--- config.mk ---
export PLATFORM = sky130hd
export DESIGN_NAME = mcpu_alu_ctrl_flat
export DESIGN_NICKNAME = d
export VERILOG_FILES = /design/src/rtl/mcpu_alu_ctrl_if.sv /design/src/rtl/mcpu_alu_ctrl.sv /design/src/flat_wrapper.sv
export SDC_FILE = /design/constraint.sdc
export NUM_CORES = 1
export LEC_CHECK = 0
export CORE_MARGIN = 3
export CORE_UTILIZATION = 37
export DETAILED_ROUTE_END_ITERATION = 8
export DONT_BUFFER_PORTS = 1
export HOLD_SLACK_MARGIN = 0.03
export PLACE_DENSITY = 0.51
export SYNTH_ARGS = -nofsm -noshare
export SYNTH_HDL_FRONTEND = slang
export SYNTH_SLANG_ARGS = --single-unit
--- constraint.sdc ---
create_clock -name clk -period 2.45 [get_ports clk]
set_input_delay 0.3675 -clock clk [delete_from_list [all_inputs] [get_ports clk]]
set_output_delay 0.3675 -clock clk [all_outputs]
set_load 0.05 [all_outputs]
--- src/rtl/mcpu_alu_ctrl_if.sv ---
`default_nettype none
// ============================================================================
// Module   : mcpu_alu_ctrl_if
// Purpose  : Bundles the instruction handshake, the ALU drive/return bus and
//            the write-back strobe of the MCPU ALU controller.
// Ports    : instr_*      - instruction offer / accept handshake and fields
//            alu_*        - registered operands to the ALU, result/overflow back
//            wb_*         - register-write notification pulse
// Modports : master - instruction source and ALU side (testbench / datapath)
//            slave  - the controller itself
// Revision : 1.0 - initial release
// ============================================================================
interface mcpu_alu_ctrl_if #(
  parameter int CMD_SIZE  = 2,
  parameter int WORD_SIZE = 8,
  parameter int REG_AW    = 2
);
  logic                 instr_valid;
  logic                 instr_ready;
  logic                 instr_ld;
  logic [CMD_SIZE-1:0]  instr_op;
  logic [REG_AW-1:0]    instr_rd;
  logic [REG_AW-1:0]    instr_rs1;
  logic [REG_AW-1:0]    instr_rs2;
  logic [WORD_SIZE-1:0] instr_imm;

  logic [CMD_SIZE-1:0]  alu_opcode;
  logic [WORD_SIZE-1:0] alu_r1;
  logic [WORD_SIZE-1:0] alu_r2;
  logic [WORD_SIZE-1:0] alu_out;
  logic                 alu_ovf;

  logic                 wb_valid;
  logic [REG_AW-1:0]    wb_addr;
  logic [WORD_SIZE-1:0] wb_data;

  modport master (
    output instr_valid, instr_ld, instr_op, instr_rd, instr_rs1, instr_rs2,
           instr_imm, alu_out, alu_ovf,
    input  instr_ready, alu_opcode, alu_r1, alu_r2, wb_valid, wb_addr, wb_data
  );

  modport slave (
    input  instr_valid, instr_ld, instr_op, instr_rd, instr_rs1, instr_rs2,
           instr_imm, alu_out, alu_ovf,
    output instr_ready, alu_opcode, alu_r1, alu_r2, wb_valid, wb_addr, wb_data
  );
endinterface
`default_nettype wire

--- src/rtl/mcpu_alu_ctrl.sv ---
`default_nettype none
// ============================================================================
// Module   : mcpu_alu_ctrl
// Purpose  : Small sequencer for an external combinational ALU. Holds a
//            2**REG_AW entry register file, accepts load-immediate or ALU
//            instructions, drives registered operands to the ALU, captures
//            the result and writes it back, keeping a sticky overflow flag.
// Ports    : clk      - rising-edge clock
//            rst_n    - asynchronous active-low reset
//            bus      - instruction / ALU / write-back bundle (slave side)
//            clr_ovf  - synchronous clear of ovf_flag (a same-cycle set wins)
//            ovf_flag - sticky ALU overflow
//            rd_addr  - combinational register-file read address
//            rd_data  - current contents of RF[rd_addr]
// Revision : 1.0 - initial release
// ============================================================================
module mcpu_alu_ctrl #(
  parameter int CMD_SIZE  = 2,
  parameter int WORD_SIZE = 8,
  parameter int REG_AW    = 2
) (
  input  wire logic                 clk,
  input  wire logic                 rst_n,
  mcpu_alu_ctrl_if.slave            bus,
  input  wire logic                 clr_ovf,
  output logic                      ovf_flag,
  input  wire logic [REG_AW-1:0]    rd_addr,
  output logic [WORD_SIZE-1:0]      rd_data
);

  localparam int NREG = 1 << REG_AW;

  typedef enum logic [1:0] {
    IDLE = 2'd0,
    EXEC = 2'd1,
    WB   = 2'd2
  } state_t;

  state_t               state_q, state_d;
  logic [REG_AW-1:0]    rd_q, rd_d;
  logic [WORD_SIZE-1:0] data_q, data_d;
  logic                 is_alu_q, is_alu_d;
  logic                 ovf_cap_q, ovf_cap_d;
  logic [CMD_SIZE-1:0]  alu_opcode_q, alu_opcode_d;
  logic [WORD_SIZE-1:0] alu_r1_q, alu_r1_d;
  logic [WORD_SIZE-1:0] alu_r2_q, alu_r2_d;
  logic                 wb_valid_q, wb_valid_d;
  logic [REG_AW-1:0]    wb_addr_q, wb_addr_d;
  logic [WORD_SIZE-1:0] wb_data_q, wb_data_d;
  logic                 ovf_flag_q, ovf_flag_d;
  logic                 rf_we;
  logic [WORD_SIZE-1:0] rf_q [NREG];

  // --------------------------------------------------------------------------
  // Next-state and output decode
  // --------------------------------------------------------------------------
  always_comb begin
    state_d      = state_q;
    rd_d         = rd_q;
    data_d       = data_q;
    is_alu_d     = is_alu_q;
    ovf_cap_d    = ovf_cap_q;
    alu_opcode_d = alu_opcode_q;
    alu_r1_d     = alu_r1_q;
    alu_r2_d     = alu_r2_q;
    wb_valid_d   = 1'b0;
    wb_addr_d    = wb_addr_q;
    wb_data_d    = wb_data_q;
    rf_we        = 1'b0;
    bus.instr_ready = 1'b0;

    case (state_q)
      IDLE: begin
        bus.instr_ready = 1'b1;
        if (bus.instr_valid) begin
          rd_d = bus.instr_rd;
          if (bus.instr_ld) begin
            data_d    = bus.instr_imm;
            is_alu_d  = 1'b0;
            ovf_cap_d = 1'b0;
            state_d   = WB;
          end else begin
            // Operands are read here, so a source equal to the destination
            // sees the value from before this instruction's write-back.
            alu_opcode_d = bus.instr_op;
            alu_r1_d     = rf_q[bus.instr_rs1];
            alu_r2_d     = rf_q[bus.instr_rs2];
            is_alu_d     = 1'b1;
            state_d      = EXEC;
          end
        end
      end
      EXEC: begin
        // One cycle for the external ALU to settle on the registered operands.
        data_d    = bus.alu_out;
        ovf_cap_d = bus.alu_ovf;
        state_d   = WB;
      end
      WB: begin
        // The register write and the wb_* pulse take effect on the edge that
        // leaves WB, so a reset during WB discards the instruction.
        rf_we      = 1'b1;
        wb_valid_d = 1'b1;
        wb_addr_d  = rd_q;
        wb_data_d  = data_q;
        state_d    = IDLE;
      end
      default: state_d = IDLE;
    endcase
  end

  // Sticky overflow: the clear is applied first so a same-cycle set wins.
  always_comb begin
    ovf_flag_d = ovf_flag_q;
    if (clr_ovf) begin
      ovf_flag_d = 1'b0;
    end
    if (state_q == WB && is_alu_q && ovf_cap_q) begin
      ovf_flag_d = 1'b1;
    end
  end

  // --------------------------------------------------------------------------
  // Control and output registers
  // --------------------------------------------------------------------------
  always_ff @(posedge clk or negedge rst_n) begin
    if (!rst_n) begin
      state_q      <= IDLE;
      rd_q         <= '0;
      data_q       <= '0;
      is_alu_q     <= 1'b0;
      ovf_cap_q    <= 1'b0;
      alu_opcode_q <= '0;
      alu_r1_q     <= '0;
      alu_r2_q     <= '0;
      wb_valid_q   <= 1'b0;
      wb_addr_q    <= '0;
      wb_data_q    <= '0;
      ovf_flag_q   <= 1'b0;
    end else begin
      state_q      <= state_d;
      rd_q         <= rd_d;
      data_q       <= data_d;
      is_alu_q     <= is_alu_d;
      ovf_cap_q    <= ovf_cap_d;
      alu_opcode_q <= alu_opcode_d;
      alu_r1_q     <= alu_r1_d;
      alu_r2_q     <= alu_r2_d;
      wb_valid_q   <= wb_valid_d;
      wb_addr_q    <= wb_addr_d;
      wb_data_q    <= wb_data_d;
      ovf_flag_q   <= ovf_flag_d;
    end
  end

  // --------------------------------------------------------------------------
  // Register file: one register per entry with a decoded write enable
  // --------------------------------------------------------------------------
  for (genvar g = 0; g < NREG; g++) begin : g_rf
    always_ff @(posedge clk or negedge rst_n) begin
      if (!rst_n) begin
        rf_q[g] <= '0;
      end else if (rf_we && rd_q == REG_AW'(g)) begin
        rf_q[g] <= data_q;
      end
    end
  end

  assign rd_data        = rf_q[rd_addr];
  assign ovf_flag       = ovf_flag_q;
  assign bus.alu_opcode = alu_opcode_q;
  assign bus.alu_r1     = alu_r1_q;
  assign bus.alu_r2     = alu_r2_q;
  assign bus.wb_valid   = wb_valid_q;
  assign bus.wb_addr    = wb_addr_q;
  assign bus.wb_data    = wb_data_q;

endmodule
`default_nettype wire

--- src/flat_wrapper.sv ---
// flat-port wrapper written by rule: the top's interface ports become plain ports
module mcpu_alu_ctrl_flat 
#(
  parameter int CMD_SIZE  = 2,
  parameter int WORD_SIZE = 8,
  parameter int REG_AW    = 2
)
  (clk, rst_n, clr_ovf, ovf_flag, rd_addr, rd_data, bus_instr_valid, bus_instr_ld, bus_instr_op, bus_instr_rd, bus_instr_rs1, bus_instr_rs2, bus_instr_imm, bus_alu_out, bus_alu_ovf, bus_instr_ready, bus_alu_opcode, bus_alu_r1, bus_alu_r2, bus_wb_valid, bus_wb_addr, bus_wb_data);
  mcpu_alu_ctrl_if #(.CMD_SIZE(CMD_SIZE), .WORD_SIZE(WORD_SIZE), .REG_AW(REG_AW)) bus_i ();
  input  wire logic clk;
  input  wire logic rst_n;
  input  wire logic clr_ovf;
  output logic ovf_flag;
  input  wire logic [REG_AW-1:0] rd_addr;
  output logic [WORD_SIZE-1:0] rd_data;
  input wire logic [$bits(bus_i.instr_valid)-1:0] bus_instr_valid;
  input wire logic [$bits(bus_i.instr_ld)-1:0] bus_instr_ld;
  input wire logic [$bits(bus_i.instr_op)-1:0] bus_instr_op;
  input wire logic [$bits(bus_i.instr_rd)-1:0] bus_instr_rd;
  input wire logic [$bits(bus_i.instr_rs1)-1:0] bus_instr_rs1;
  input wire logic [$bits(bus_i.instr_rs2)-1:0] bus_instr_rs2;
  input wire logic [$bits(bus_i.instr_imm)-1:0] bus_instr_imm;
  input wire logic [$bits(bus_i.alu_out)-1:0] bus_alu_out;
  input wire logic [$bits(bus_i.alu_ovf)-1:0] bus_alu_ovf;
  output wire logic [$bits(bus_i.instr_ready)-1:0] bus_instr_ready;
  output wire logic [$bits(bus_i.alu_opcode)-1:0] bus_alu_opcode;
  output wire logic [$bits(bus_i.alu_r1)-1:0] bus_alu_r1;
  output wire logic [$bits(bus_i.alu_r2)-1:0] bus_alu_r2;
  output wire logic [$bits(bus_i.wb_valid)-1:0] bus_wb_valid;
  output wire logic [$bits(bus_i.wb_addr)-1:0] bus_wb_addr;
  output wire logic [$bits(bus_i.wb_data)-1:0] bus_wb_data;
  assign bus_i.instr_valid = bus_instr_valid;
  assign bus_i.instr_ld = bus_instr_ld;
  assign bus_i.instr_op = bus_instr_op;
  assign bus_i.instr_rd = bus_instr_rd;
  assign bus_i.instr_rs1 = bus_instr_rs1;
  assign bus_i.instr_rs2 = bus_instr_rs2;
  assign bus_i.instr_imm = bus_instr_imm;
  assign bus_i.alu_out = bus_alu_out;
  assign bus_i.alu_ovf = bus_alu_ovf;
  assign bus_instr_ready = bus_i.instr_ready;
  assign bus_alu_opcode = bus_i.alu_opcode;
  assign bus_alu_r1 = bus_i.alu_r1;
  assign bus_alu_r2 = bus_i.alu_r2;
  assign bus_wb_valid = bus_i.wb_valid;
  assign bus_wb_addr = bus_i.wb_addr;
  assign bus_wb_data = bus_i.wb_data;
  mcpu_alu_ctrl #(.CMD_SIZE(CMD_SIZE), .WORD_SIZE(WORD_SIZE), .REG_AW(REG_AW)) u_core (.clk(clk), .rst_n(rst_n), .bus(bus_i), .clr_ovf(clr_ovf), .ovf_flag(ovf_flag), .rd_addr(rd_addr), .rd_data(rd_data));
endmodule
==> impl_results.md, run 1 <==
* Crit-path slowest cell: sky130_fd_sc_hd__nor3b_4
* Maximum clock frequency at 549 MHz
* Pin count of the biggest net entering global routing at 77
* End of the worst hold path: u_core.state_q[0]$_DFFE_PN0P_
* Ant diodes at 0
* Max-Slew Margin vs Limit at 0.607
* Count of pins on the block boundary at 71
* CP peak stage delay at between 0.5 and 0.6 ns
* Final design instance area without fill at just under 4000 um^2
* Outcome: finished clean
* Number of cells on the worst reg-to-reg path at 3
* Clock buffer count from CTS at 9
* Transition time of the tightest slew-check pin at 0.589 ns
* Combined flip-flop and latch cell area at 1900 um^2
* Data arrival time of the worst path at 2.04 ns
* FF-to-FF setup slack at 0.63 ns
* DRC violation count after routing at 0
* Total global routing track utilization at 0.151
* Cell depth of the worst min-delay path at 1
* Count of buffers from port buffering at 0
* FF-to-FF End: u_core.rf_q[18]$_DFFE_PN0P_
* Count of final hold-check violations at 0
* Peak ir drop on the vdd network at 527 uV
* Count of vias placed by the detailed router at 1917
* Vias per inst at 5.21
* Crit-path leading delay family: simple AND/OR/NAND/NOR gates
* Die area at around 11000 um^2
* Startpoint of the lowest-slack hold path: bus_instr_ld
* Kind of end point of the critical path: flop
* Final worst-path setup slack at 0.628 ns
* Buf+Inv Stages, Crit Path at 0
* Category of the critical setup timing path: reg -> reg
* Clock-pin slew on the worst setup and hold paths at 0.08 ns
* Synth Area per Inst at around 15 um^2
* Die X at 104 um
* Pins over their slew limit at 0
* Initial core utilization at 0.382
* Max H-tree Level at 3
* Post-synthesis cell area at 3530 um^2
* CP Cell Sequence: nand2b_2, nor3b_4, mux2_2
* Period utilisation layout at 0.744
* WL final at 7520 um
* # fillers at about 850
* Insertion delay of the later-clocked pin in the worst-skew pair at 0.34 ns
* Share of flip-flops with an asynchronous set or reset after synthesis at 1.00
* Number of nets in the synthesized netlist at 261
* Post-layout util at 0.421
* Number of core rows at 35
* Post-Syn Instances at 229
* Bufs on Longest Clock Path at 2
* Worst hold slack across all endpoints at 0.0770 ns
* Detailed Routing Iterations Pass 1 at 4
* Standard cell area after detailed placement at approximately 3700 um^2
* Final period demand of the worst path at 1.82 ns
* First-pass GRT wire length at 12400 um
* # nets final at 266
* Synth area leaders: sky130_fd_sc_hd__dfrtp_1 (54%), sky130_fd_sc_hd__mux2_2 (21%), sky130_fd_sc_hd__mux4_2 (15%)
* Post-synth top area share at 0.539
* Hold Crit Class: in -> reg
* CP Launch Type: flop
* Placer Congestion at between 0.7 and 0.8
* Violation count after the first detailed-routing iteration at around 110
* Areal power density over the cells at ~1300 nW/um^2
* Clock Tree Root: sky130_fd_sc_hd__clkbuf_8
* Clock tree skew after final layout at 0.0126 ns
* Share of layout cells above drive strength 1 at 0.490
* Post-place setup slack at 0.654 ns
* Post-detailed-placement half-perimeter wirelength at 4960 um
* Wirelength per Cell at just over 20 um
* Reported max-cap violation count at 0
* Area used by multi-input combinational logic at approximately 1600 um^2
* Setup repair after global routing missed its margin: false
* Vias in the first global route at 2104
* Worst-path maximum fanout at 13
* Remaining antenna violation count after routing at 0
* Worst reg2reg path startpoint: u_core.state_q[0]$_DFFE_PN0P_
* FF+latch count, synth at 76
* Leakage power total at roughly 0.0016 uW
* Warnings, synthesis at 0
* Number of antenna violations at the first check in global routing at 0
* CTS tree: yes
* Data required time at the worst endpoint at 2.67 ns
* Sum of overflow across all layers after global routing at 0
* Area overhead of the layout relative to synthesis at 10.1%
* Floorplan die height at 104 um
* Core Box Area at 9240 um^2
* Synth Flop Type: sky130_fd_sc_hd__dfrtp_1
* Accumulated negative setup slack at 0 ns
* Number of failing setup endpoints in the final timing report at 0
* Number of gates resized after cts at 0
* Number of clock sinks seen by CTS at 76
* Number of distinct library cells after synthesis at 24
* Library cell with the largest summed area after synthesis: sky130_fd_sc_hd__dfrtp_1
* Post-synth EDFFs at 0
* Portion of the post-synthesis area used by sequential elements at 0.539
-- placed cells by master, fill, tap and decap left out --
| master | count |
|---|---|
| sky130_fd_sc_hd__dfrtp_1 | 76 |
| sky130_fd_sc_hd__mux2_2 | 66 |
| sky130_fd_sc_hd__nand2_1 | 31 |
| sky130_fd_sc_hd__mux4_2 | 24 |
| sky130_fd_sc_hd__clkbuf_8 | 10 |
| sky130_fd_sc_hd__buf_4 | 4 |
| sky130_fd_sc_hd__inv_1 | 2 |
| sky130_fd_sc_hd__nor2_2 | 2 |
| sky130_fd_sc_hd__o21ai_0 | 2 |
| sky130_fd_sc_hd__mux2_1 | 2 |
| sky130_fd_sc_hd__clkbuf_1 | 2 |
| sky130_fd_sc_hd__clkinv_2 | 2 |
| sky130_fd_sc_hd__nand2b_2 | 1 |
| sky130_fd_sc_hd__nor2_1 | 1 |
| sky130_fd_sc_hd__nand3_2 | 1 |
| sky130_fd_sc_hd__or3b_4 | 1 |
| sky130_fd_sc_hd__nor2_4 | 1 |
| sky130_fd_sc_hd__nand3b_1 | 1 |
| sky130_fd_sc_hd__nor3b_4 | 1 |
| sky130_fd_sc_hd__nor3_4 | 1 |
| sky130_fd_sc_hd__nand3_1 | 1 |
| sky130_fd_sc_hd__nor2b_1 | 1 |
| sky130_fd_sc_hd__a21oi_1 | 1 |
| sky130_fd_sc_hd__a21o_1 | 1 |
| sky130_fd_sc_hd__clkinv_4 | 1 |
| sky130_fd_sc_hd__bufinv_16 | 1 |
| sky130_fd_sc_hd__buf_16 | 1 |
| sky130_fd_sc_hd__dlygate4sd3_1 | 1 |
-- cell families (layout without fill, tap and decap cells) --
kind of cell,count (synthesis),after routing,share of synthesized area
AOI/OAI and AO/OA,4,4,0.00638
buffers and inverters,14,24,0.0206
DFF,76,76,0.539
muxes,92,92,0.370
and+or+nand+nor,43,43,0.0645
-- layout make-up --
class                   instances  share of cell area
multi-input cells             139               0.400
clock inverters                 4              0.0125
flip-flops and latches         76               0.489
inverters                       2             0.00193
repair buffers                  6              0.0174
well taps                     129              0.0415
clock buffers                  12              0.0373
-- flip-flops by register name (all words and copies together), names as in the netlist --
signal	count
u_core.rf_q	32
u_core.bus.alu_r1	8
u_core.bus.alu_r2	8
u_core.bus.wb_data	8
u_core.data_q	8
u_core.bus.alu_opcode	2
u_core.bus.wb_addr	2
u_core.rd_q	2
u_core.state_q	2
u_core.bus.wb_valid	1
u_core.is_alu_q	1
u_core.ovf_cap_q	1
u_core.ovf_flag	1
-- worst register-to-register path, delay by kind of cell (launching register included) --
| family | cells | cell delay [ns] |
|---|---|---|
| AND/OR/NAND/NOR | 2 | 0.88 |
| flip-flops | 1 | 0.43 |
| multiplexers | 1 | 0.40 |
-- stage by stage --
stage / power (uW) / std cells
6_report: 5200 / 368
5_1_grt: 5490 / 368
4_1_cts: 5260 / 368
3_5_place_dp: 4270 / 350
3_3_place_gp: 4230 / 350
2_1_floorplan: 3980 / 229
-- cell usage after synthesis (2+ instances only) --
master	instances
sky130_fd_sc_hd__dfrtp_1	76
sky130_fd_sc_hd__mux2_2	66
sky130_fd_sc_hd__nand2_1	31
sky130_fd_sc_hd__mux4_2	24
sky130_fd_sc_hd__buf_2	4
sky130_fd_sc_hd__buf_1	3
sky130_fd_sc_hd__clkbuf_1	3
sky130_fd_sc_hd__buf_6	2
sky130_fd_sc_hd__inv_1	2
sky130_fd_sc_hd__mux2_1	2
sky130_fd_sc_hd__nor2_2	2
sky130_fd_sc_hd__o21ai_0	2
-- what timing repair did --
action                                 CTS  global route
buffers inserted                         0             0
endpoints found under the hold margin   76             0
hold buffers                             2             0
-- report_power, final --
part / switching (uW) / internal, uW
registers: 1190 / 1750
logic: 577 / 730
clock network: 450 / 498
-- worst max path at each step --
stage	slack (ns)	cells after the start	end	start
global placement	0.65	4	u_core.bus.alu_r1[4]$_DFFE_PN0P_	u_core.state_q[1]$_DFFE_PN0P_
CTS	0.61	3	u_core.rf_q[18]$_DFFE_PN0P_	u_core.state_q[0]$_DFFE_PN0P_
detailed placement	0.65	4	u_core.bus.alu_r2[5]$_DFFE_PN0P_	u_core.state_q[1]$_DFFE_PN0P_
finish	0.63	3	u_core.rf_q[18]$_DFFE_PN0P_	u_core.state_q[0]$_DFFE_PN0P_
floorplan	0.80	2	rd_data[0]	rd_addr[0]
global route	0.50	3	u_core.rf_q[18]$_DFFE_PN0P_	u_core.state_q[0]$_DFFE_PN0P_
-- per-layer routing --
metal  track usage  vias up  part of all wire
met5             0        -                 0
met1         0.206     1007              0.45
met2         0.234       54              0.48
li1              -      849                 -
met4        0.0484        0             0.011
met3        0.0430        7             0.053
No activity file was read; power rests on OpenSTA's default activity.
==> run 2: changes to the inputs <==
- PLACE_DENSITY: 0.51 -> 0.53
- clock period: 2.45 -> 1.5 ns (I/O delays scaled with it)
==> run 2 against run 1 <==
Against the previous run:
- the run now ends with hold timing, setup timing left
- critical path type unchanged
- clock-buffer cell count did not move
- highest routed layer unchanged
- register-to-register slack got worse by 0.76 ns
- via count rose by 13%
- sequential share of layout area fell by 8.0 points
- global-route usage rose by 0.54 points
- clock skew fell by 0.0040 ns
- first-iteration DRC count fell by 27%
- hold slack got worse by 0.51 ns
- worst setup slack got worse by 0.76 ns
- fmax rose by 12%
==> impl_results.md, run 2 (same netlist as run 1, synthesis figures left out) <==
* Sum of overflow across all layers after global routing at 0
* Pins over their slew limit at 0
* Post-detailed-placement half-perimeter wirelength at 4940 um
* Vias per inst at between 5 and 6
* Data required time at the worst endpoint at 1.72 ns
* Worst-path maximum fanout at 20
* Floorplan die height at 104 um
* Sequential cell fraction of total power at 0.393
* Top library cells by usage in the layout, fill and taps aside: sky130_fd_sc_hd__dfrtp_1 (75), sky130_fd_sc_hd__buf_4 (52), sky130_fd_sc_hd__mux2_4 (41)
* Maximum clock frequency at 614 MHz
* Core Box Area at 9240 um^2
* Cell internal pwr at 6130 uW
* Clock tree skew after final layout at ~0.0086 ns
* First-pass GRT wire length at between 10000 and 15000 um
* Clock Tree Root: sky130_fd_sc_hd__clkbuf_8
* Count of final hold-check violations at 76
* Worst hold slack across all endpoints at -0.429 ns
* Placed cell count at 374
* WL final at between 8000 and 9000 um
* Count of buffers from port buffering at 0
* Category of the critical setup timing path: reg -> reg
* Overall power consumption at 9980 uW
* CP Launch Type: flop
* Outcome: finished with violations
* Count of pins on the block boundary at 71
* Number of clock sinks seen by CTS at 76
* Ant diodes at 0
* Hold Crit Class: in -> async
* Share of power burned in the clock network at 0.174
* Kind of end point of the critical path: flop
* Setup repair after global routing missed its margin: true
* Post-layout util at 0.504
* Number of antenna violations at the first check in global routing at 0
* Total global routing track utilization at 0.156
* Vias in the first global route at 2360
* Period utilisation layout at 1.09
* # nets final at 329
* CTS tree: yes
* Share of layout cells above drive strength 1 at 0.593
* Most common cell after layout, fill and taps aside: sky130_fd_sc_hd__dfrtp_1
* Share of total power consumed by net switching at 0.386
* Reported max-cap violation count at 0
* Placer Congestion at 0.719
* Initial core utilization at 0.382
* Wirelength per Cell at 18.8 um
* Violation count after the first detailed-routing iteration at 81
* Count of vias placed by the detailed router at 2160
* Failing checks: hold timing, setup timing
* Data arrival time of the worst path at 1.85 ns
* Number of core rows at 35
* Bufs on Longest Clock Path at 2
* Insertion delay of the later-clocked pin in the worst-skew pair at 0.34 ns
* Peak ir drop on the vdd network at about 860 uV
* Switching power of the nets at 3850 uW
* Pin count of the biggest net entering global routing at 77
* Final worst-path setup slack at -0.129 ns
* Max-Slew Margin vs Limit at 0.667
* Detailed Routing Iterations Pass 1 at 4
* Remaining antenna violation count after routing at 0
* Number of failing setup endpoints in the final timing report at 45
* Die area at 10800 um^2
* Clock buffer count from CTS at 9
* Post-place setup slack at -0.0769 ns
* Area overhead of the layout relative to synthesis at 31.9%
* Clock-pin slew on the worst setup and hold paths at 0.08 ns
* Areal power density over the cells at roughly 2100 nW/um^2
* Final period demand of the worst path at between 1.5 and 2 ns
* # fillers at 768
* Fraction of power consumed by combinational cells at 0.433
* Flip-flop count of the largest register, all copies and words added at 32
* Hold-fix buffers at CTS at 6
* Transition time of the tightest slew-check pin at between 0.4 and 0.5 ns
* Max H-tree Level at 3
* Largest register by flop count: u_core.rf_q
* Die X at slightly above 100 um
* FF-to-FF setup slack at -0.13 ns
* DRC violation count after routing at 0
* Leakage power total at between 0.002 and 0.0025 uW
* Final cell count without fillers at 431
[run 2: changes by cell type in the layout (fill, tap and decap cells not counted), moves of 4 or more]
cell / change
sky130_fd_sc_hd__dlygate4sd3_1: +5
sky130_fd_sc_hd__mux2_2: -40
sky130_fd_sc_hd__buf_12: +5
sky130_fd_sc_hd__buf_4: +48
sky130_fd_sc_hd__buf_6: +4
sky130_fd_sc_hd__mux2_4: +41
[run 2: through the flow]
step | hold slack [ns] | setup TNS (ns) | cell area (um^2)
after floorplan | -0.0706 | -0.676 | 3530
after global placement | -0.0690 | -0.759 | 3900
after detailed placement | -0.0688 | -1.23 | 3900
after CTS | -0.450 | -2.78 | 4440
after global routing | -0.458 | -6.60 | 4660
final | -0.429 | -3.48 | 4660
[run 2: cell type report]
| class | count | area, um^2 | share of cell area |
|---|---|---|---|
| clock buffers | 12 | 145 | 0.0312 |
| clock inverters | 4 | 72.6 | 0.0156 |
| inverters | 2 | 7.51 | 0.00161 |
| multi-input cells | 139 | 1730 | 0.372 |
| flip-flops and latches | 76 | 1900 | 0.409 |
| well taps | 129 | 161 | 0.0347 |
| repair buffers | 69 | 636 | 0.137 |
[run 2: metal layers]
metal  vias to the layer above  track usage  wire (um)
met5                         -            0          0
met4                         0       0.0646        113
met3                        10       0.0361        391
met2                        63        0.251       4040
met1                      1110        0.205       3540
li1                        977            -          -
[run 2: final timing paths]
kind | from | end | cells after the start
hold / removal | rst_n | u_core.bus.alu_r1[2]$_DFFE_PN0P_ | 0
hold reg to reg | u_core.is_alu_q$_DFFE_PN0P_ | u_core.is_alu_q$_DFFE_PN0P_ | 1
max in group asynchronous | rst_n | u_core.bus.alu_r1[1]$_DFFE_PN0P_ | 0
min in group clk | bus_instr_ld | u_core.state_q[0]$_DFFE_PN0P_ | 2
setup / recovery | u_core.state_q[0]$_DFFE_PN0P_ | u_core.bus.alu_opcode[1]$_DFFE_PN0P_ | 4
setup reg to reg | u_core.state_q[0]$_DFFE_PN0P_ | u_core.bus.alu_opcode[1]$_DFFE_PN0P_ | 4
[run 2: critical path, cell delays in order, from the launching register on]
cell                      delay (ns)
sky130_fd_sc_hd__dfrtp_1        0.43
sky130_fd_sc_hd__or3b_4         0.43
sky130_fd_sc_hd__nor2_4         0.11
sky130_fd_sc_hd__buf_12         0.20
sky130_fd_sc_hd__mux2_1         0.34
[run 2: power groups by stage]
| stage | clock network, uW | registers, uW | logic (uW) |
|---|---|---|---|
| final | 1740 | 3920 | 4320 |
| after global routing | 1890 | 4040 | 4570 |
| after CTS | 1780 | 3910 | 4030 |
| after detailed placement | 0 | 4070 | 3260 |
| after global placement | 0 | 4040 | 3220 |
| after floorplan | 0 | 4560 | 1960 |
[run 2: what timing repair did]
item | CTS | global route
endpoints found under the hold margin | 82 | 76
pin swaps | 2 | 2
cloned | 0 | 1
setup endpoints to repair | 50 | 51
resized for setup | 16 | 36
buffers inserted | 26 | 8
==> run 3: changes to the inputs <==
- DONT_BUFFER_PORTS: 1 -> unset
- PLACE_DENSITY: 0.53 -> 0.63
==> run 3 against run 2 <==
Against the previous run:
- the run ends with setup timing left
- sequential power is 6.4% lower
- clock power down 11%
- core utilization up 8.1 points
- combinational power up 36%
- worst setup slack got worse by 0.024 ns
- hold slack better by 0.75 ns
==> impl_results.md, run 3 (same netlist as run 1, synthesis figures left out) <==
* Share of layout cells above drive strength 1 at 0.589
* Remaining antenna violation count after routing at 0
* Total global routing track utilization at 0.157
* DRC violation count after routing at 0
* Failing checks: setup timing
* Core Box Area at 9240 um^2
* # fillers at 730
* Count of pins on the block boundary at 71
* Detailed Routing Iterations Pass 1 at 4
* Number of core rows at 35
* Final period demand of the worst path at 1.65 ns
* Pins over their slew limit at 0
* Worst reg2reg path startpoint: u_core.state_q[0]$_DFFE_PN0P_
* Clock buffer count from CTS at 9
* Initial core utilization at 0.382
* Clock-pin slew on the worst setup and hold paths at 0.08 ns
* Sum of overflow across all layers after global routing at 0
* Hold Crit Class: in -> async
* Maximum clock frequency at around 600 MHz
* Overall power consumption at 11100 uW
* Areal power density over the cells at 2050 nW/um^2
* Clock tree skew after final layout at 0.00922 ns
* Transition time of the tightest slew-check pin at approximately 0.36 ns
* Data required time at the worst endpoint at 1.27 ns
* Floorplan die height at 104 um
* Number of cells on the worst reg-to-reg path at 4
* Die X at 104 um
* Insertion delay of the later-clocked pin in the worst-skew pair at approximately 0.35 ns
* CP Launch Point: u_core.rf_q[9]$_DFFE_PN0P_
* Placed cell count at 439
* Standard cell area after detailed placement at 4830 um^2
* Final cell count without fillers at slightly below 500
* Pin count of the biggest net entering global routing at 31
* Worst-path maximum fanout at 4
* Max-Slew Margin vs Limit at 0.761
* Category of the critical setup timing path: reg -> out
* Wirelength per Cell at 17.3 um
* Count of final hold-check violations at 0
* Data arrival time of the worst path at 1.43 ns
* WL met3 at 415 um
* Period utilisation layout at 1.10
* Routed length on met1 at 3890 um
* Placer Congestion at 0.750
* Post-place setup slack at -0.366 ns
* Largest register by flop count: u_core.rf_q
* WL final at 8380 um
* First-pass GRT wire length at 13300 um
* CP Launch Type: flop
* Kind of end point of the critical path: output port
* Area overhead of the layout relative to synthesis at 53.1%
* Leakage power total at approximately 0.0024 uW
* Vias in the first global route at 2550
* Most common cell after layout, fill and taps aside: sky130_fd_sc_hd__dfrtp_1
* Flip-flop count of the largest register, all copies and words added at 32
* Top library cells by usage in the layout, fill and taps aside: sky130_fd_sc_hd__dfrtp_1 (76), sky130_fd_sc_hd__buf_4 (45), sky130_fd_sc_hd__mux2_2 (39)
* Bufs on Longest Clock Path at 2
* Final design instance area without fill at 5410 um^2
* Outcome: finished with violations
* Count of vias placed by the detailed router at 2399
* Number of antenna violations at the first check in global routing at 1
* Max H-tree Level at 3
* Setup repair after global routing missed its margin: true
* Violation count after the first detailed-routing iteration at 77
* Uppermost metal layer occupied by signal nets: met4
* Die area at around 11000 um^2
* Number of failing setup endpoints in the final timing report at 46
* Vias per inst at about 5.0
* CTS tree: yes
* Reported max-cap violation count at 0
* Met2 WL at between 3000 and 4000 um
* Final worst-path setup slack at -0.153 ns
* Post-layout util at 0.585
* Clock Tree Root: sky130_fd_sc_hd__clkbuf_8
* Post-detailed-placement half-perimeter wirelength at 5570 um
* Peak ir drop on the vdd network at 921 uV
* Number of clock sinks seen by CTS at 76
* # nets final at 381
* Count of buffers from port buffering at 70
-- run 3: cell count changes in the layout (fill, tap and decap cells not counted), sizes merged --
cell / before / now
dlygate4sd3: 6 / 1
diode: 0 / 1
clkdlybuf4s50: 0 / 29
buf: 62 / 90
clkbuf: 13 / 10
clkinv: 1 / 3
bufinv: 2 / 1
dlygate4sd2: 0 / 1
-- run 3: layout make-up --
class	count	area, um^2	area share
clock buffer	10	138	0.0255
antenna	1	2.50	0.000463
multi-input combinational	139	1690	0.312
tap	129	161	0.0299
inverter	2	7.51	0.00139
timing repair buffer	121	1460	0.269
clock inverter	5	52.6	0.00972
sequential	76	1900	0.352
-- run 3: path summary, 6_finish.rpt --
path | end | slack (ns)
worst max-delay path | rd_data[1] | -0.15
worst min-delay path | u_core.bus.alu_opcode[1]$_DFFE_PN0P_ | 0.32
worst max register to register | u_core.bus.alu_r2[5]$_DFFE_PN0P_ | -0.11
worst min register to register | u_core.is_alu_q$_DFFE_PN0P_ | 0.49
max in group asynchronous | u_core.rf_q[17]$_DFFE_PN0P_ | 0.67
min in group clk | u_core.ovf_cap_q$_DFFE_PN0P_ | 0.45
-- run 3: layer usage --
| layer | GRT usage | vias up |
|---|---|---|
| met2 | 0.251 | 61 |
| met5 | 0 | - |
| met3 | 0.0449 | 6 |
| li1 | - | 1088 |
| met1 | 0.209 | 1244 |
| met4 | 0.0456 | 0 |
-- run 3: where the power goes --
| part | switching (uW) | internal, uW |
|---|---|---|
| Sequential | 785 | 2890 |
| Combinational | 2660 | 3220 |
| Clock | 747 | 796 |
-- run 3: metrics by stage --
| step | TNS [ns] | hold slack, ns |
|---|---|---|
| after floorplan | -0.676 | -0.0706 |
| after global placement | -9.44 | 0.157 |
| after detailed placement | -9.81 | 0.162 |
| after CTS | -3.05 | 0.331 |
| after global routing | -5.34 | 0.351 |
| final | -2.88 | 0.325 |
-- run 3: timing repair --
action / in CTS / in global routing
hold endpoints to repair: 23 / 0
gates cloned: 0 / 0
resized for setup: 19 / 28
buffers inserted: 18 / 9
hold buffers: 1 / 0
pin swaps: 0 / 2
setup endpoints to repair: 43 / 46
-- run 3: worst max-delay path, stage by stage (launching register included) --
cell and delay, ns:
sky130_fd_sc_hd__dfrtp_1 0.42, sky130_fd_sc_hd__mux4_2 0.49, sky130_fd_sc_hd__buf_6 0.17
